===== src/rtl/fwd_scoreboard.sv =====
// Post-EX forwarding scoreboard: tracks in-flight destination registers, muxes
// forwarded results onto the branch/ALU operands and raises load-use stalls.

// One operand's forward selector: youngest matching entry wins.
module fwd_operand #(
    parameter int XLEN       = 32,
    parameter int DEPTH      = 2,
    parameter int LOAD_STAGE = 1
) (
    input  logic [4:0]                  src,
    input  logic [XLEN-1:0]             reg_val,
    input  logic [DEPTH-1:0]            ent_vld,
    input  logic [DEPTH-1:0]            ent_we,
    input  logic [DEPTH-1:0]            ent_ld,
    input  logic [DEPTH-1:0][4:0]       ent_rd,
    input  logic [DEPTH-1:0][XLEN-1:0]  data,
    output logic [XLEN-1:0]             val,
    output logic                        hit,
    output logic                        hazard
);
    // Oldest-to-youngest scan so the lowest index overwrites; the hazard is
    // taken from the winning entry only, so an older ALU result never hides
    // a younger load.
    always_comb begin
        val    = reg_val;
        hit    = 1'b0;
        hazard = 1'b0;
        for (int k = DEPTH - 1; k >= 0; k--) begin
            if (ent_vld[k] && ent_we[k] && (ent_rd[k] == src) && (src != 5'd0)) begin
                val    = data[k];
                hit    = 1'b1;
                hazard = ent_ld[k] && (k < LOAD_STAGE);
            end
        end
    end
endmodule

module fwd_scoreboard #(
    parameter int XLEN       = 32,
    parameter int DEPTH      = 2,
    parameter int LOAD_STAGE = 1
) (
    input  logic                    clk,
    input  logic                    rst,
    input  logic                    ex_valid,
    input  logic [4:0]              ex_rd,
    input  logic                    ex_we,
    input  logic                    ex_is_load,
    input  logic [4:0]              ex_rs1_addr,
    input  logic [4:0]              ex_rs2_addr,
    input  logic [XLEN-1:0]         rs1,
    input  logic [XLEN-1:0]         rs2,
    input  logic [XLEN-1:0]         pc,
    input  logic [XLEN-1:0]         imm,
    input  logic                    asel_pc,
    input  logic                    bsel_imm,
    input  logic                    flush,
    input  logic [DEPTH*XLEN-1:0]   stage_data,
    output logic [XLEN-1:0]         alu_a,
    output logic [XLEN-1:0]         alu_b,
    output logic [XLEN-1:0]         br_a,
    output logic [XLEN-1:0]         br_b,
    output logic [1:0]              fwd_hit,
    output logic                    load_use_stall,
    output logic [15:0]             stall_cycles
);
    logic [DEPTH-1:0]            vld_pipe;
    logic [DEPTH-1:0]            we_pipe;
    logic [DEPTH-1:0]            ld_pipe;
    logic [DEPTH-1:0][4:0]       rd_pipe;
    logic [DEPTH-1:0][XLEN-1:0]  data;

    logic [1:0][4:0]             src;
    logic [1:0][XLEN-1:0]        reg_val;
    logic [1:0][XLEN-1:0]        fwd_val;
    logic [1:0]                  hazard;
    logic                        ent0_vld;

    assign data    = stage_data;
    assign src     = {ex_rs2_addr, ex_rs1_addr};
    assign reg_val = {rs2, rs1};

    for (genvar i = 0; i < 2; i++) begin : g_op
        fwd_operand #(
            .XLEN       (XLEN),
            .DEPTH      (DEPTH),
            .LOAD_STAGE (LOAD_STAGE)
        ) u_op (
            .src     (src[i]),
            .reg_val (reg_val[i]),
            .ent_vld (vld_pipe),
            .ent_we  (we_pipe),
            .ent_ld  (ld_pipe),
            .ent_rd  (rd_pipe),
            .data    (data),
            .val     (fwd_val[i]),
            .hit     (fwd_hit[i]),
            .hazard  (hazard[i])
        );
    end

    assign br_a  = fwd_val[0];
    assign br_b  = fwd_val[1];
    assign alu_a = asel_pc  ? pc  : br_a;
    assign alu_b = bsel_imm ? imm : br_b;

    // flush wins over the stall; a stalled EX instruction re-issues later,
    // so entry 0 gets a bubble while the load keeps moving.
    assign load_use_stall = ex_valid && !flush && (|hazard);
    assign ent0_vld       = ex_valid && !flush && !load_use_stall;

    always_ff @(posedge clk) begin
        if (rst) begin
            vld_pipe     <= '0;
            stall_cycles <= 16'd0;
        end else begin
            vld_pipe <= {vld_pipe[DEPTH-2:0], ent0_vld};
            if (load_use_stall && (stall_cycles != 16'hFFFF))
                stall_cycles <= stall_cycles + 16'd1;
        end
    end

    // Payload fields are qualified by vld_pipe and need no reset.
    always_ff @(posedge clk) begin
        rd_pipe <= {rd_pipe[DEPTH-2:0], ex_rd};
        we_pipe <= {we_pipe[DEPTH-2:0], ex_we};
        ld_pipe <= {ld_pipe[DEPTH-2:0], ex_is_load};
    end
endmodule


===== config.mk =====
export PLATFORM = sky130hd
export DESIGN_NAME = fwd_scoreboard
export DESIGN_NICKNAME = d
export VERILOG_FILES = /design/src/rtl/fwd_scoreboard.sv
export SDC_FILE = /design/constraint.sdc
export NUM_CORES = 1
export LEC_CHECK = 0
export CAP_MARGIN = 30
export CORE_AREA = 2 2 142 144
export CTS_BUF_LIST = sky130_fd_sc_hd__clkbuf_8
export DETAILED_ROUTE_END_ITERATION = 8
export DIE_AREA = 0 0 144 146
export GPL_TIMING_DRIVEN = 0
export PLACE_DENSITY = 0.68
export SLEW_MARGIN = 25
export SYNTH_ARGS = -nofsm -noshare
export SYNTH_HDL_FRONTEND = slang
export SYNTH_SLANG_ARGS = --single-unit

===== constraint.sdc =====
create_clock -name clk -period 5.8 [get_ports clk]
set_input_delay 0.87 -clock clk [delete_from_list [all_inputs] [get_ports clk]]
set_output_delay 0.87 -clock clk [all_outputs]
set_load 0.03 [all_outputs]

---- Word-level counts from Yosys, hierarchy flattened ----
Index checks and enable logic that the tools add are counted.
storage, ports and cells
  register bits after elaboration ......... 31
  bits in latches ......................... 0
  RAM bits ................................ 0
  memory bits (read-only) ................. 0
  word-level logic and storage cells ...... 43
  memories kept ........................... 0
operators by class
  add/subtract/negate cells ............... 1
  multipliers ............................. 0
  divide/modulo/power cells ............... 0
  $lt $le $gt $ge ......................... 0
  equality and inequality tests ........... 5
  shifts and indexed selects .............. 0
  mux-type cells .......................... 12
  bitwise logic cells ..................... 0
  reductions and logical operators ........ 19
operators with widths
  operator                                                          number
  32-bit two-way mux                                                6
  5-bit == test                                                     4
  16-bit by 1-bit adder with 16-bit output (second input constant)  1
  16-bit inequality test (second input constant)                    1
  1-bit logical AND                                                 14
  5-bit nonzero test                                                2
  1-bit two-way mux                                                 6
  1-bit zero test                                                   2
  2-bit OR reduction                                                1

---- Logic depth before layout (Yosys ltp) ----
Gate-level depths: netlist of run 1.
  depth after elaboration ................. 8
  depth in mapped cells ................... 7

---- Modules after synthesis ----
A second synthesis of run 1 with hierarchy kept.
second synthesis, totals
  cells, all modules ...................... 552
  area total of the unflattened synthesis .. 4377.9 um2
modules (own cells, without submodules)
  module          times used  cells each  area an instance (um2)  sequential area each (um2)
  fwd_operand     2           179         1199.9                  0.0
  fwd_scoreboard  1           194         1978.1                  640.6

---- Worst setup path before layout of run 1 ----
No wires, ideal clock.
  path kind ............................... input port to output port
  from .................................... input port ex_rs2_addr[1]
  to ...................................... output port alu_b[10]
  arrival time ............................ 2905 ps
  path slack .............................. 2025 ps
  stages on the path ...................... 6
  path through ............................ or4_1 o211a_1 buf_2 a21boi_0 a211oi_2 o31ai_1
on the way
  longest elaborated chain between the ends .. 6
  elaborated cells on any way between the ends .. 10
RTL lines
  element                         line  RTL
  start: declaration              50    input logic [4:0] ex_rs2_addr,
  5-bit == test                   29    if (ent_vld[k] && ent_we[k] && (ent_rd[k] == src) && (src != 5'd0)) begin
  1-bit logical AND (2 in a row)  29
  32-bit two-way mux              29
  32-bit two-way mux *            29
  32-bit two-way mux *            105   assign alu_b = bsel_imm ? imm : br_b;
  end: declaration                60    output logic [XLEN-1:0] alu_b,
Every way passes the cells marked *; elsewhere a longest branch is shown, timed or not.

---- Worst setup path in the final report of run 1 ----
  from .................................... input port ex_rs1_addr[4]
  to ...................................... output port alu_a[30]
on the way
  longest elaborated chain between the ends .. 6
  elaborated cells on any way between the ends .. 10
RTL lines
  element                         line  RTL
  start: declaration              49    input logic [4:0] ex_rs1_addr,
  5-bit == test                   29
  1-bit logical AND (2 in a row)  29
  32-bit two-way mux              29
  32-bit two-way mux *            29
  32-bit two-way mux *            104   assign alu_a = asel_pc ? pc : br_a;
  end: declaration                59    output logic [XLEN-1:0] alu_a,
Marked as above.

==> results.py, run 1 <==
metrics = {
    "routing": {
        "dr.pass1.iters": 5,
        "initialDrtViolationCount": 296,
        "post_drt_wl_per_cell_um": 20.2,
        "vias": 6181,
        "drc_errors": 0,
        "drt_wl_total_um": 25200,
        "ant_nets": 0,
        "via_per_inst": 4.95,
    },
    "synth": {
        "synth_edf_count": 0,
        "yosysSeqAreaShare_pct": 14.4,
        "yosysTopAreaCell": "dfxtp_1",
        "synth-adder-area-share_pct": 0.290,
        "synth_seq_cells": 31,
        "synthTopCellsByArea": "dfxtp_1 (14%), nor2_1 (13%), o31ai_1 (11%)",
        "synth_async_sr_flop_share_pct": 0,
        "yosysTopAreaCellShare_pct": 14.4,
        "synthXorXnorAreaFrac_pct": 4.07,
        "synth_top_family_by_area": "compound AO/OA/AOI/OAI gates",
        "synth_nets": 832,
        "avgSynthCellArea_sq_um": 6.99,
        "synth_compound_area_share_pct": 42.3,
        "synth_warnings": 0,
        "yosys.area_share.simple_pct": 27.8,
        "synthMuxAreaShare_pct": 3.89,
        "netlist_area_sq_um": 4310,
        "synthFlopType": "dfxtp_1",
        "ys_types": 47,
        "syn_inst": 616,
    },
    "cts": {
        "postCtsSetupRepairBufs": 0,
        "cts_root_buffer": "clkbuf_8",
        "holdBufCountCts": 0,
        "clk_pin_slew_ns": 0.06,
        "postCtsResizedCells": 0,
        "cts_buffer_depth": 2,
        "cts.sinks": 31,
        "cts-buffers-inserted": 5,
        "h-tree-depth": 2,
        "cts_tree": "built",
        "clock_latency_ns": 0.28,
    },
    "worst_setup_path": {
        "end_kind": "output port",
        "crit_fanout": 10,
        "regToRegSetupSlack_ns": 3.46,
        "cp.required_ns": 4.93,
        "worstPathArrival_ns": 4.47,
        "cp-start-kind": "input port",
        "worst-setup-path-type": "in -> out",
    },
    "global_route": {
        "antenna_found_initial": 1,
        "grt_max_degree": 11,
        "grt_pass1_wl_um": 36900,
        "gr-total-overflow": 0,
        "grt.total_usage_pct": 22.6,
        "grt_pass1_vias": 6111,
    },
    "cells_and_area": {
        "area_growth_pct": 93.9,
        "stdcell_count": 1249,
        "nNetsFinal": 1198,
        "fin_area_sq_um": 8350,
        "drive_gt1_share_pct": 9.46,
    },
    "pwr": {
        "vdd_drop_max_mv": 0.101,
        "leakage_nw": 2.98,
        "powerDensity_nw_per_um2": 122,
        "total_power_mw": 1.02,
    },
    "floorplan": {
        "start_util_pct": 22.3,
        "boundaryPins": 362,
        "die_width_um": 144,
        "rows": 51,
        "dieHeight_um": 146,
        "design.die.area_sq_um": 21000,
        "core_area_sq_um": 19300,
    },
    "sta": {
        "finalHoldViolCount": 0,
        "fmax_mhz": 187,
        "period_minus_slack_ns": 5.34,
        "finClkSkew_ns": 0.00786,
        "worst_pin_slew_ns": 0.865,
        "drv_slew": 0,
        "setup_viol": 0,
        "rsz0062_at_grt": "false",
        "setup_tns_ns": 0,
        "fin_crit_sh_pct": 92.0,
        "slew_headroom_pct": 42.2,
    },
    "placed_design": {
        "gp_congestion": 0.928,
        "dpl_cell_area_sq_um": 8230,
        "port_buffers": 359,
        "hpwlAfterDp_um": 20400,
        "dpl.cell_count": 1240,
    },
    "run": {
        "cap_viol_max_count": 0,
    },
    "hold_path": {
        "hold_path_class": "reg -> reg",
    },
    "run_status": {
        "status": "finished, final reports clean",
    },
}
## placed cells by master (no fill, tap or decap), drive strengths merged, types with 2 or more instances in the layout
cell / netlist / routed
a21boi: 64 / 64
a2111oi: 6 / 6
clkbuf: 25 / 31
or2: 3 / 3
and3: 3 / 3
o211ai: 2 / 2
nand2: 70 / 70
nor3: 2 / 2
clkdlybuf4s50: 0 / 359
o31ai: 64 / 64
nand2b: 3 / 3
dfxtp: 31 / 31
o211a: 3 / 3
or4: 3 / 3
nor4: 3 / 3
buf: 31 / 31
nand3: 8 / 8
xnor2: 13 / 13
nand4: 7 / 7
a21oi: 3 / 3
inv: 3 / 3
xor2: 7 / 7
mux2: 14 / 14
and2: 3 / 3
nor2b: 16 / 16
a211oi: 71 / 71
nor2: 148 / 148
or3: 2 / 2
## logic make-up after synthesis
family | count (synthesis)
AND/OR/NAND/NOR | 274
AO/OA/AOI/OAI | 216
buffers and inverters | 59
flip-flops | 31
XOR/XNOR | 20
multiplexers | 15
adder cells (fa/ha/maj) | 1
## synthesized netlist by cell type, types with 13 or more instances
cell,n
nor2b_1,16
a21boi_0,53
nor2_1,147
a211oi_1,35
nand2_1,70
mux2_2,13
dfxtp_1,31
xnor2_1,13
buf_2,14
o31ai_1,64
a211oi_2,36
clkbuf_1,25
## power breakdown
part	leakage [nW]	total, mW	internal [mW]	switching (mW)
Clock	0.0612	0.218	0.139	0.0795
Combinational	2.66	0.576	0.288	0.288
Sequential	0.255	0.222	0.218	0.00403
## through the flow
step / utilization (%) / hold WS [ns] / setup slack, ns
floorplan: - / 0.323 / 2.02
global placement: 42.6 / 0.330 / 0.523
detailed placement: 42.6 / 0.334 / 0.452
CTS: 43.2 / 0.348 / 0.520
global route: 43.2 / 0.366 / 0.404
finish: 43.2 / 0.346 / 0.462
## sequential cells by signal, summed over array words and instances (netlist names)
register,flops
rd_pipe,10
stall_cycles,16
ld_pipe,1
vld_pipe,2
we_pipe,2
## area by class of cell
type | instances | area [sq um]
Fill cell | 2016 | 11000
Multi-Input combinational cell | 526 | 3370
Inverter | 3 | 11.3
Clock buffer | 6 | 82.6
Clock inverter | 2 | 35.0
Antenna cell | 1 | 2.50
Sequential cell | 31 | 621
Timing Repair Buffer | 359 | 3590
Buffer | 56 | 303
Tap cell | 265 | 332
## layer usage
layer,global-route usage [%],wire [um]
met1,29.5,10800
met4,4.12,462
met3,3.29,1690
met5,0,0
met2,39.6,12300
## critical path, cell delays in order
cell             delay, ns
clkdlybuf4s50_1       0.50
xnor2_1               0.28
nand4_1               0.15
nor4b_2               0.74
clkbuf_1              0.53
a211oi_1              0.24
o31ai_1               0.40
clkdlybuf4s50_1       0.75
## path summary, 6_finish.rpt
check,from,endpoint,cells past startpoint
worst max-delay path,ex_rs1_addr[4],alu_a[30],8
worst min-delay path,we_pipe[0]$_DFF_P_,we_pipe[1]$_DFF_P_,0
worst max register to register,stall_cycles[0]$_SDFFE_PP0P_,stall_cycles[14]$_SDFFE_PP0P_,5
worst min register to register,we_pipe[0]$_DFF_P_,we_pipe[1]$_DFF_P_,0
Note: power is estimated with default switching activity, not from simulation.
==> run 2, diff against run 1 <==
--- a/config.mk
+++ b/config.mk
@@ -8,6 +8,7 @@
 export CAP_MARGIN = 30
 export CORE_AREA = 2 2 142 144
 export CTS_BUF_LIST = sky130_fd_sc_hd__clkbuf_8
+export CTS_CLUSTER_SIZE = 14
 export DETAILED_ROUTE_END_ITERATION = 8
 export DIE_AREA = 0 0 144 146
 export GPL_TIMING_DRIVEN = 0
==> results of run 2 <==
No change in the layout: final DEF, timing and power equal those of run 1.
